## config.mk

```make
export PLATFORM = sky130hd
export DESIGN_NAME = disp_io_ctrl
export DESIGN_NICKNAME = d
export VERILOG_FILES = /design/src/rtl/disp_io_ctrl.sv
export SDC_FILE = /design/constraint.sdc
export NUM_CORES = 1
export LEC_CHECK = 0
export ABC_AREA = 1
export BUFFER_PORTS_ARGS = -buffer_cell sky130_fd_sc_hd__buf_2
export CAP_MARGIN = 20
export CORE_UTILIZATION = 45
export DETAILED_ROUTE_END_ITERATION = 6
export PLACE_DENSITY = 0.72
export RECOVER_POWER = 50
export SYNTH_ARGS = -nofsm -noshare
export SYNTH_HDL_FRONTEND = slang
export SYNTH_SLANG_ARGS = --single-unit
```

## constraint.sdc

```tcl
create_clock -name clk -period 1.3 [get_ports clk]
set_input_delay 0.065 -clock clk [delete_from_list [all_inputs] [get_ports clk]]
set_output_delay 0.065 -clock clk [all_outputs]
set_load 0.01 [all_outputs]
```

## src/rtl/disp_io_ctrl.sv

```systemverilog
// rtl/disp_io_ctrl.sv - Z80 I/O-mapped seven-segment display and LED controller
// Captures CPU OUT cycles through synchronizers and a write FSM; drives digit data for sev_segdriver.
module disp_io_ctrl #(
    parameter logic [7:0] PORT_BASE = 8'h10
) (
    input  logic        clk,
    input  logic        rst_n,
    input  logic        iorq_n,
    input  logic        mreq_n,
    input  logic        wr_n,
    input  logic        rd_n,
    input  logic [15:0] address,
    input  logic [7:0]  dbus_out,
    output logic [7:0]  rd_data,
    output logic        rd_hit,
    output logic [4:0]  data_digit0,
    output logic [4:0]  data_digit1,
    output logic [4:0]  data_digit2,
    output logic [4:0]  data_digit3,
    output logic [7:0]  led,
    output logic        wr_ack,
    output logic [7:0]  wr_cnt
);

    typedef enum logic [1:0] {IDLE, SETTLE, COMMIT, WAIT_REL} state_t;

    state_t      state, state_nxt;
    logic        iorq_s1, iorq_s2, wr_s1, wr_s2;
    logic        mreq_s1, mreq_s2, mreq_d, mreq_fall;
    logic [7:0]  r0, r1, r3;
    logic [4:0]  r2;
    logic [15:0] snap;
    logic        port_match, commit_en;
    logic [15:0] digit_src;

    assign port_match = (address[7:2] == PORT_BASE[7:2]);
    assign commit_en  = (state == COMMIT) && port_match;

    // Strobes idle high, so the synchronizers reset to the inactive level
    always_ff @(posedge clk or negedge rst_n) begin
        if (!rst_n) begin
            iorq_s1   <= 1'b1;
            iorq_s2   <= 1'b1;
            wr_s1     <= 1'b1;
            wr_s2     <= 1'b1;
            mreq_s1   <= 1'b1;
            mreq_s2   <= 1'b1;
            mreq_d    <= 1'b1;
            mreq_fall <= 1'b0;
        end else begin
            iorq_s1   <= iorq_n;
            iorq_s2   <= iorq_s1;
            wr_s1     <= wr_n;
            wr_s2     <= wr_s1;
            mreq_s1   <= mreq_n;
            mreq_s2   <= mreq_s1;
            mreq_d    <= mreq_s2;
            mreq_fall <= mreq_d & ~mreq_s2;
        end
    end

    always_ff @(posedge clk or negedge rst_n) begin
        if (!rst_n) state <= IDLE;
        else        state <= state_nxt;
    end

    // SETTLE also inspects the first sync stage so pulses under three cycles never commit
    always_comb begin
        state_nxt = state;
        case (state)
            IDLE:     if (!iorq_s2 && !wr_s2) state_nxt = SETTLE;
            SETTLE:   if (iorq_s1 || wr_s1 || iorq_s2 || wr_s2) state_nxt = IDLE;
                      else state_nxt = COMMIT;
            COMMIT:   state_nxt = WAIT_REL;
            WAIT_REL: if (wr_s2 || iorq_s2) state_nxt = IDLE;
            default:  state_nxt = IDLE;
        endcase
    end

    always_ff @(posedge clk or negedge rst_n) begin
        if (!rst_n) begin
            r0     <= 8'h00;
            r1     <= 8'h00;
            r2     <= 5'h00;
            r3     <= 8'h00;
            wr_ack <= 1'b0;
            wr_cnt <= 8'h00;
            snap   <= 16'h0000;
        end else begin
            wr_ack <= commit_en;
            if (commit_en) begin
                wr_cnt <= wr_cnt + 8'd1;
                case (address[1:0])
                    2'd0: r0 <= dbus_out;
                    2'd1: r1 <= dbus_out;
                    2'd2: r2 <= dbus_out[4:0];
                    default: r3 <= dbus_out;
                endcase
            end
            if (mreq_fall) snap <= address;
        end
    end

    assign digit_src   = r2[4] ? snap : {r1, r0};
    assign data_digit0 = {~r2[0], digit_src[3:0]};
    assign data_digit1 = {~r2[1], digit_src[7:4]};
    assign data_digit2 = {~r2[2], digit_src[11:8]};
    assign data_digit3 = {~r2[3], digit_src[15:12]};
    assign led         = r3;

    assign rd_hit = !iorq_n && !rd_n && (address[7:2] == PORT_BASE[7:2]);

    always_comb begin
        rd_data = 8'h00;
        case (address[1:0])
            2'd0:    rd_data = r0;
            2'd1:    rd_data = r1;
            2'd2:    rd_data = {3'b000, r2};
            default: rd_data = r3;
        endcase
    end

endmodule

```

Word level (Yosys, flattened, before mapping)
Index checks and enable logic that the tools add are counted.
{"block": "op_classes", "n_addsub": 1, "mul": 0, "div_mod_pow": 0, "magnitude_cmp": 0, "eq_ne": 8, "shifts": 0, "muxes": 6, "n_bitwise": 7, "reduce_logical": 20}
{"op": "case mux 8 bit (3 select lines)", "n": 1}
{"op": "two-way mux 16 bit", "n": 1}
{"op": "AND reduction 2 bit", "n": 5}
{"op": "adder 8 x 1 -> 8 bit (second input constant)", "n": 1}
{"op": "case mux 2 bit (4 select lines)", "n": 1}
{"op": "== test 2 bit (second input constant)", "n": 3}
{"op": "== test 6 x 3 -> 1 bit (second input constant)", "n": 1}
{"op": "two-way mux 2 bit", "n": 3}
{"op": "NOT 1 bit", "n": 6}
{"op": "== test 2 x 1 -> 1 bit (second input constant)", "n": 2}
{"op": "logical AND 1 bit", "n": 4}
{"op": "zero test 1 bit", "n": 4}
{"op": "zero test 2 bit", "n": 2}
{"op": "logical OR 1 bit", "n": 4}
{"op": "!= test 2 bit (second input constant)", "n": 2}
{"op": "OR reduction 3 bit", "n": 1}
{"op": "bitwise AND 1 bit", "n": 1}
{"block": "word_totals", "regBits": 64, "latch_bits": 0, "mem_bits_rw": 0, "romBits": 0, "in_bits": 30, "out_inout_bits": 46, "wordCells": 58, "n_memories": 0}

Longest topological paths before layout
Gate-level depths: netlist of the first run.
{"block": "depth", "ltp_word": 5, "ltp_mapped": 8, "ltp_nobuf": 7}

Least setup slack after synthesis of the first run
Ideal clock, no wire load.
{"block": "synth_path", "kind": "register -> register", "startpoint": "reg mreq_fall", "endpoint": "reg snap[12]", "setup_ns": 0.125, "arrival_ns": 1.044, "required_ns": 1.175, "setup_slack_ns": 0.131, "stages_incl_launch_ff": 4, "n_path_buf": 2, "synth_period_minus_slack_ns": 1.169, "path_cell_list": "dfrtp_1 clkbuf_1 buf_2 mux2_2"}
{"element": "start, declared", "line": "29", "rtl": "logic mreq_s1, mreq_s2, mreq_d, mreq_fall;"}
{"element": "start signal, assigned", "line": "58", "rtl": "mreq_fall <= mreq_d & ~mreq_s2;"}
{"element": "end signal, assigned", "line": "100", "rtl": "if (mreq_fall) snap <= address;"}
{"element": "end, declared", "line": "32", "rtl": "logic [15:0] snap;"}
No word-level cell between the ends.

Worst setup path in the final report of the first run
{"block": "layout_path", "startpoint": "reg r2[4]", "endpoint": "out data_digit1[1]"}
{"block": "layout_via", "elab_chain_cells": 1}
{"element": "start, declared", "line": "31", "rtl": "logic [4:0] r2;"}
{"element": "start signal, assigned", "line": "96", "rtl": "2'd2: r2 <= dbus_out[4:0];"}
{"element": "two-way mux 16 bit", "line": "104", "rtl": "assign digit_src = r2[4] ? snap : {r1, r0};"}
{"element": "end, declared", "line": "17", "rtl": "output logic [4:0] data_digit1,"}
No other way between the ends.

==> results.yml, run 1 <==
cells_and_area:
  instances_no_fill: 556
  final_area_sq_mm: 0.00407
  final_cell_mix: "nand2_1, buf_2, dfrtp_1"
  fin_util_pct: 64.2
  fin_nets: 505
  antenna_cells: 0
  fill_cells: 541
  drive_gt1_share_pct: 31.3
  layout_commonest_cell: "nand2_1"
  area_growth_syn_to_layout_pct: 37.0
placement:
  port-buffer-count: 75
  placed_cell_area_sq_mm: 0.00355
  dp_hpwl_mm: 5.31
  placed_cells: 514
  post-place-ws_ns: 0.0470
  gp_congestion: 0.831
global_routing:
  grt_max_degree: 40
  grt_overflow: 0
  grt_pass1_wl_mm: 13.3
  grt_antenna_before_repair: 0
  grt_pass1_vias: 2749
  track_usage_pct: 24.7
synthesis:
  postSynthCellCount: 356
  postSynthAreaPerCell_sq_um: 8.35
  synth-seq-area-share_pct: 54.1
  ys_ff_latch: 64
  yosysUniqueCellTypes: 30
  synth_fp_nets: 387
  ys_warn_count: 0
  synth.cell_area_sq_mm: 0.00297
worst_setup_path:
  critPathKind: "register to output pin"
  crit_path_top_delay_cell: "dfrtp_2"
  crit_fanout: 5
  crit_arrival_ns: 1.26
  crit_family: "flip-flops"
  critPathRequiredTime_ns: 1.24
  cp-end-kind: "output pin"
  cp_num_buf_inv: 2
  cp-start-kind: "register"
  slowest_delay_ns: 0.46
  crit_chain: "buf_2, nor2_1, a21oi_1, buf_2"
  crit_top_cell: "buf_2"
sta:
  setup_viol: 10
  rsz0062_at_grt: "true"
  max_freq_ghz: 0.752
  setup_tns_ns: -0.143
  fin_ws_ns: -0.0297
  drv_slew: 0
  clock_skew_ns: 0.0105
  worstMarginPinSlew_ns: 0.617
  slew-limit-headroom_pct: 58.8
  fin_crit_sh_pct: 102
  hold_viol: 0
  fin_crit_ns: 1.33
route:
  drc: 0
  vias: 2841
  drt_iter0_markers: 209
  wire_per_inst_um: 14.4
  vias_per_cell: 5.11
  wirelength_mm: 8.02
  drt_pre_antenna_iters: 6
  postRouteAntennaNets: 0
die:
  initial_core_util_pct: 46.8
  rows: 29
  die_h_um: 83.3
  die-area_sq_mm: 0.00694
  core-area_sq_mm: 0.00635
  die_w_um: 83.3
  io_pins: 76
clock_tree:
  cts.sinks: 64
  clk_pin_slew_ns: 0.07
  insertion_delay_ns: 0.35
  cts_max_level: 3
  cts_tree: "built"
  cts-root-buf: "clkbuf_8"
  postCtsSetupRepairBufs: 0
  cts_made_buffers: 9
  clockBufferDepth: 2
pwr:
  clock_power_share_pct: 38.1
  p_int_w: 0.00363
  sequentialPowerShare_pct: 46.4
  switching_share_pct: 26.5
  power.density_mw_per_mm2: 1210
  combPwrFrac_pct: 15.5
  p_leak_nw: 2.13
  vdd_ir_drop_max_v: 0.000795
  p_sw_w: 0.00131
run_status:
  violations: "negative setup slack"
  status: "complete, but fails checks"
worst_hold_path:
  hold_class: "input pin to register"
run:
  cap_viol_max_count: 0
-- worst paths after layout --
check | start | end | slack [ns] | cells past startpoint
min | dbus_out[1] | led[1] | 0.01 | 3
max reg2reg | state[0] | r0[3] | 0.09 | 7
min reg2reg | mreq_s1 | mreq_s2 | 0.36 | 0
max in group asynchronous | rst_n | led[5] | 0.19 | 3
max | r2[4] | data_digit1[1] | -0.03 | 4
min in group asynchronous | rst_n | r2[3] | 0.21 | 2
-- through the flow --
| stage | hold WS (ns) | power, W |
|---|---|---|
| global route | 0.00120 | 0.00517 |
| floorplan | -0.231 | 0.00266 |
| CTS | 0.00487 | 0.00495 |
| global placement | 0.0418 | 0.00297 |
| finish | 0.0116 | 0.00495 |
| detailed placement | 0.0455 | 0.00300 |
-- flip-flops by register name, summed over array words and instances (netlist names), 5 cells and up, named ones only --
name and flops:
led 8, r0 8, r1 8, r2 5, snap 16, wr_cnt 8
-- worst reg2reg max path, delay by kind of cell, from the launching register on --
kind	cells	cell delay [ns]
buffers and inverters	3	0.39
flip-flops	1	0.38
AND/OR/NAND/NOR	4	0.33
-- cell type report --
cell class                 instances  area (sq um)  share of cell area, %
clock inverter                     3          65.1                   1.60
timing repair buffer             121           793                   19.5
multi-input combinational        242          1220                   30.0
sequential                        64          1610                   39.6
tap                               77          96.3                   2.36
inverter                          36           135                   3.32
clock buffer                      13           149                   3.65
-- what timing repair did --
action                                 CTS  global route
setup endpoints to repair                9            51
pin swaps                                2             3
endpoints found under the hold margin   42             0
hold buffers                            23             0
cloned                                   3             0
gates resized for setup                 19            17
-- routing by layer --
metal / GRT usage, % / part of all wire, %
met5: 0 / 0
met4: 9.40 / 2.2
met2: 38.1 / 47
met3: 5.17 / 6.6
met1: 34.2 / 45
-- synth_stat cells --
master,n,share of area [%]
buf_6,1,0.38
nand3_1,33,5.6
mux2_2,8,3.0
xnor2_1,1,0.29
buf_4,1,0.25
inv_2,2,0.25
inv_1,33,4.2
nand2_2,1,0.21
clkinv_1,1,0.13
o211ai_1,3,0.76
a2bb2oi_1,1,0.29
nand3_2,1,0.34
nand2_1,128,16
o2111ai_1,5,1.5
o21ai_0,21,3.5
nand4_2,1,0.42
nand4_1,3,0.63
nor2_1,17,2.1
clkbuf_1,6,0.76
or2_2,1,0.21
dfstp_2,7,6.2
xor2_1,2,0.59
o21ai_1,1,0.17
dfrtp_1,57,48
nor2_2,3,0.63
buf_2,6,1.0
a21oi_1,8,1.3
nor2_4,1,0.38
ha_1,1,0.42
nor3_1,2,0.34
-- logic make-up after synthesis --
| family | Yosys count | synth area share [%] |
|---|---|---|
| buf+inv | 50 | 6.94 |
| simple gates | 191 | 27.0 |
| xor+xnor | 3 | 0.884 |
| fa+ha+maj | 1 | 0.421 |
| mux | 8 | 3.03 |
| flops | 64 | 54.1 |
| compound gates | 39 | 7.57 |
-- power groups by stage --
stage          logic [W]  registers [W]  clock network, W
3_5_place_dp    0.000677        0.00232                 0
6_report        0.000768        0.00229           0.00189
3_3_place_gp    0.000658        0.00231                 0
5_1_grt         0.000851        0.00231           0.00200
4_1_cts         0.000751        0.00229           0.00191
2_1_floorplan   0.000354        0.00231                 0
Note: power is estimated with default switching activity, not from simulation.
==> run 2, diff against run 1 <==
--- a/config.mk
+++ b/config.mk
@@ -6,12 +6,13 @@
 export NUM_CORES = 1
 export LEC_CHECK = 0
 export ABC_AREA = 1
-export BUFFER_PORTS_ARGS = -buffer_cell sky130_fd_sc_hd__buf_2
 export CAP_MARGIN = 20
 export CORE_UTILIZATION = 45
 export DETAILED_ROUTE_END_ITERATION = 6
-export PLACE_DENSITY = 0.72
+export DONT_BUFFER_PORTS = 1
+export PLACE_DENSITY = 0.63
 export RECOVER_POWER = 50
+export SETUP_SLACK_MARGIN = 0.05
 export SYNTH_ARGS = -nofsm -noshare
 export SYNTH_HDL_FRONTEND = slang
 export SYNTH_SLANG_ARGS = --single-unit
==> results.yml, run 2 (same netlist as run 1, synthesis figures left out) <==
route:
  drt_pre_antenna_iters: 4
  vias_per_cell: 5.22
  drc: 0
  postRouteAntennaNets: 0
  wire_per_inst_um: 15.8
  wirelength_mm: 7.73
  vias: 2548
  drt_iter0_markers: 118
cells_and_area:
  top_register: "snap"
  final_area_sq_mm: 0.00381
  final_cell_mix: "nand2_1, dfrtp_1, nand3_1"
  multi_input_area_sq_mm: 0.00125
  drive_gt1_share_pct: 20.2
  final-seq-area_sq_mm: 0.00161
  antenna_cells: 0
  largest_reg_flops: 16
  area_growth_syn_to_layout_pct: 28.2
  layout_commonest_cell: "nand2_1"
  fill_cells: 581
  fin_nets: 437
  instances_no_fill: 488
placement:
  port-buffer-count: 0
  placed_cells: 441
  post-place-ws_ns: 0.0241
  dp_hpwl_mm: 4.91
  placed_cell_area_sq_mm: 0.00319
  gp_congestion: 0.787
pwr:
  p_int_w: 0.00326
  p_sw_w: 0.00125
  p_leak_nw: 1.83
  power.density_mw_per_mm2: 1180
  clock_power_share_pct: 33.7
  combPwrFrac_pct: 15.1
  sequentialPowerShare_pct: 51.2
  total_power_w: 0.00451
  switching_share_pct: 27.7
  vdd_ir_drop_max_v: 0.000754
clock_tree:
  clockBufferDepth: 2
  cts-root-buf: "clkbuf_8"
  cts_max_level: 3
  clk_pin_slew_ns: 0.07
  insertion_delay_ns: 0.33
  cts.sinks: 64
  cts_hold_buf: 27
  cts_tree: "built"
  cts_made_buffers: 9
global_routing:
  grt_pass1_wl_mm: 12.5
  grt_overflow: 0
  grt_antenna_before_repair: 0
  grt_max_degree: 65
  grt_pass1_vias: 2444
  track_usage_pct: 23.0
worst_setup_path:
  cp-end-kind: "output pin"
  r2r_start: "wr_cnt[0]"
  crit_fanout: 9
  critPathKind: "register to output pin"
  crit_arrival_ns: 1.23
  cp-start-kind: "register"
  r2r_slack_ns: 0.16
  r2r-end: "wr_cnt[6]"
  critPathRequiredTime_ns: 1.24
  rr_worst_depth: 6
die:
  io_pins: 76
  initial_core_util_pct: 46.8
  die_h_um: 83.3
  rows: 29
  die_w_um: 83.3
  core-area_sq_mm: 0.00635
  die-area_sq_mm: 0.00694
sta:
  setup_viol: 0
  slew-limit-headroom_pct: 76.6
  fin_crit_sh_pct: 99.7
  whs_ns: -0.576
  rsz0062_at_grt: "true"
  fin_crit_ns: 1.30
  drv_slew: 0
  max_freq_ghz: 0.772
  hold_viol: 64
  worstMarginPinSlew_ns: 0.348
  fin_ws_ns: 0.00402
  clock_skew_ns: 0.00759
worst_hold_path:
  hold_class: "input pin to async pin"
run:
  cap_viol_max_count: 0
run_status:
  violations: "negative hold slack"
  status: "complete, but fails checks"
-- run 2: power groups by stage --
stage	clock network [W]	registers, W	logic (W)
finish	0.00152	0.00231	0.000682
global route	0.00165	0.00233	0.000759
CTS	0.00156	0.00230	0.000620
detailed placement	0	0.00233	0.000517
global placement	0	0.00233	0.000500
floorplan	0	0.00231	0.000354
-- run 2: area by class of cell --
class	instances	area share, %
flip-flops and latches	64	42.3
multi-input cells	242	32.7
repair buffers	53	14.3
clock buffers	13	4.17
inverters	36	3.61
well taps	77	2.53
clock inverters	3	0.459
-- run 2: worst max-delay path by stage --
stage | start | to | cells past startpoint
2_1_floorplan | mreq_fall | snap[12] | 3
3_3_place_gp | state[0] | wr_cnt[2] | 6
3_5_place_dp | state[0] | r2[2] | 6
4_1_cts | r2[4] | data_digit0[3] | 4
5_1_grt | r2[4] | data_digit0[2] | 4
6_report | r2[4] | data_digit0[3] | 4
-- run 2: timing repair --
action                                  in CTS  in global routing
endpoints found under the hold margin      112                 64
gates resized for setup                     15                 25
setup buffers                                2                  0
gates cloned                                 0                  2
pin swaps                                    1                  1
endpoints found under the setup margin      20                 54
-- run 2: critical path, cell delays in order, from the launching register on --
cell,delay [ns]
dfrtp_2,0.45
buf_8,0.16
nor2_2,0.12
a21oi_2,0.04
buf_4,0.14
-- run 2: metal layers --
metal | vias up | part of all wire (%) | routed length [um] | GRT usage [%]
li1 | 1238 | - | - | -
met1 | 1215 | 45 | 3490 | 34.7
met2 | 85 | 45 | 3510 | 32.3
met3 | 10 | 7.9 | 611 | 5.47
met4 | 0 | 1.6 | 125 | 8.31
met5 | - | 0 | 0 | 0
-- run 2: per-stage QoR --
stage          util, %  TNS (ns)
6_report          60.0         0
5_1_grt           60.0    -0.491
4_1_cts           58.2         0
3_5_place_dp      50.2         0
3_3_place_gp      50.2         0
2_1_floorplan        -         0
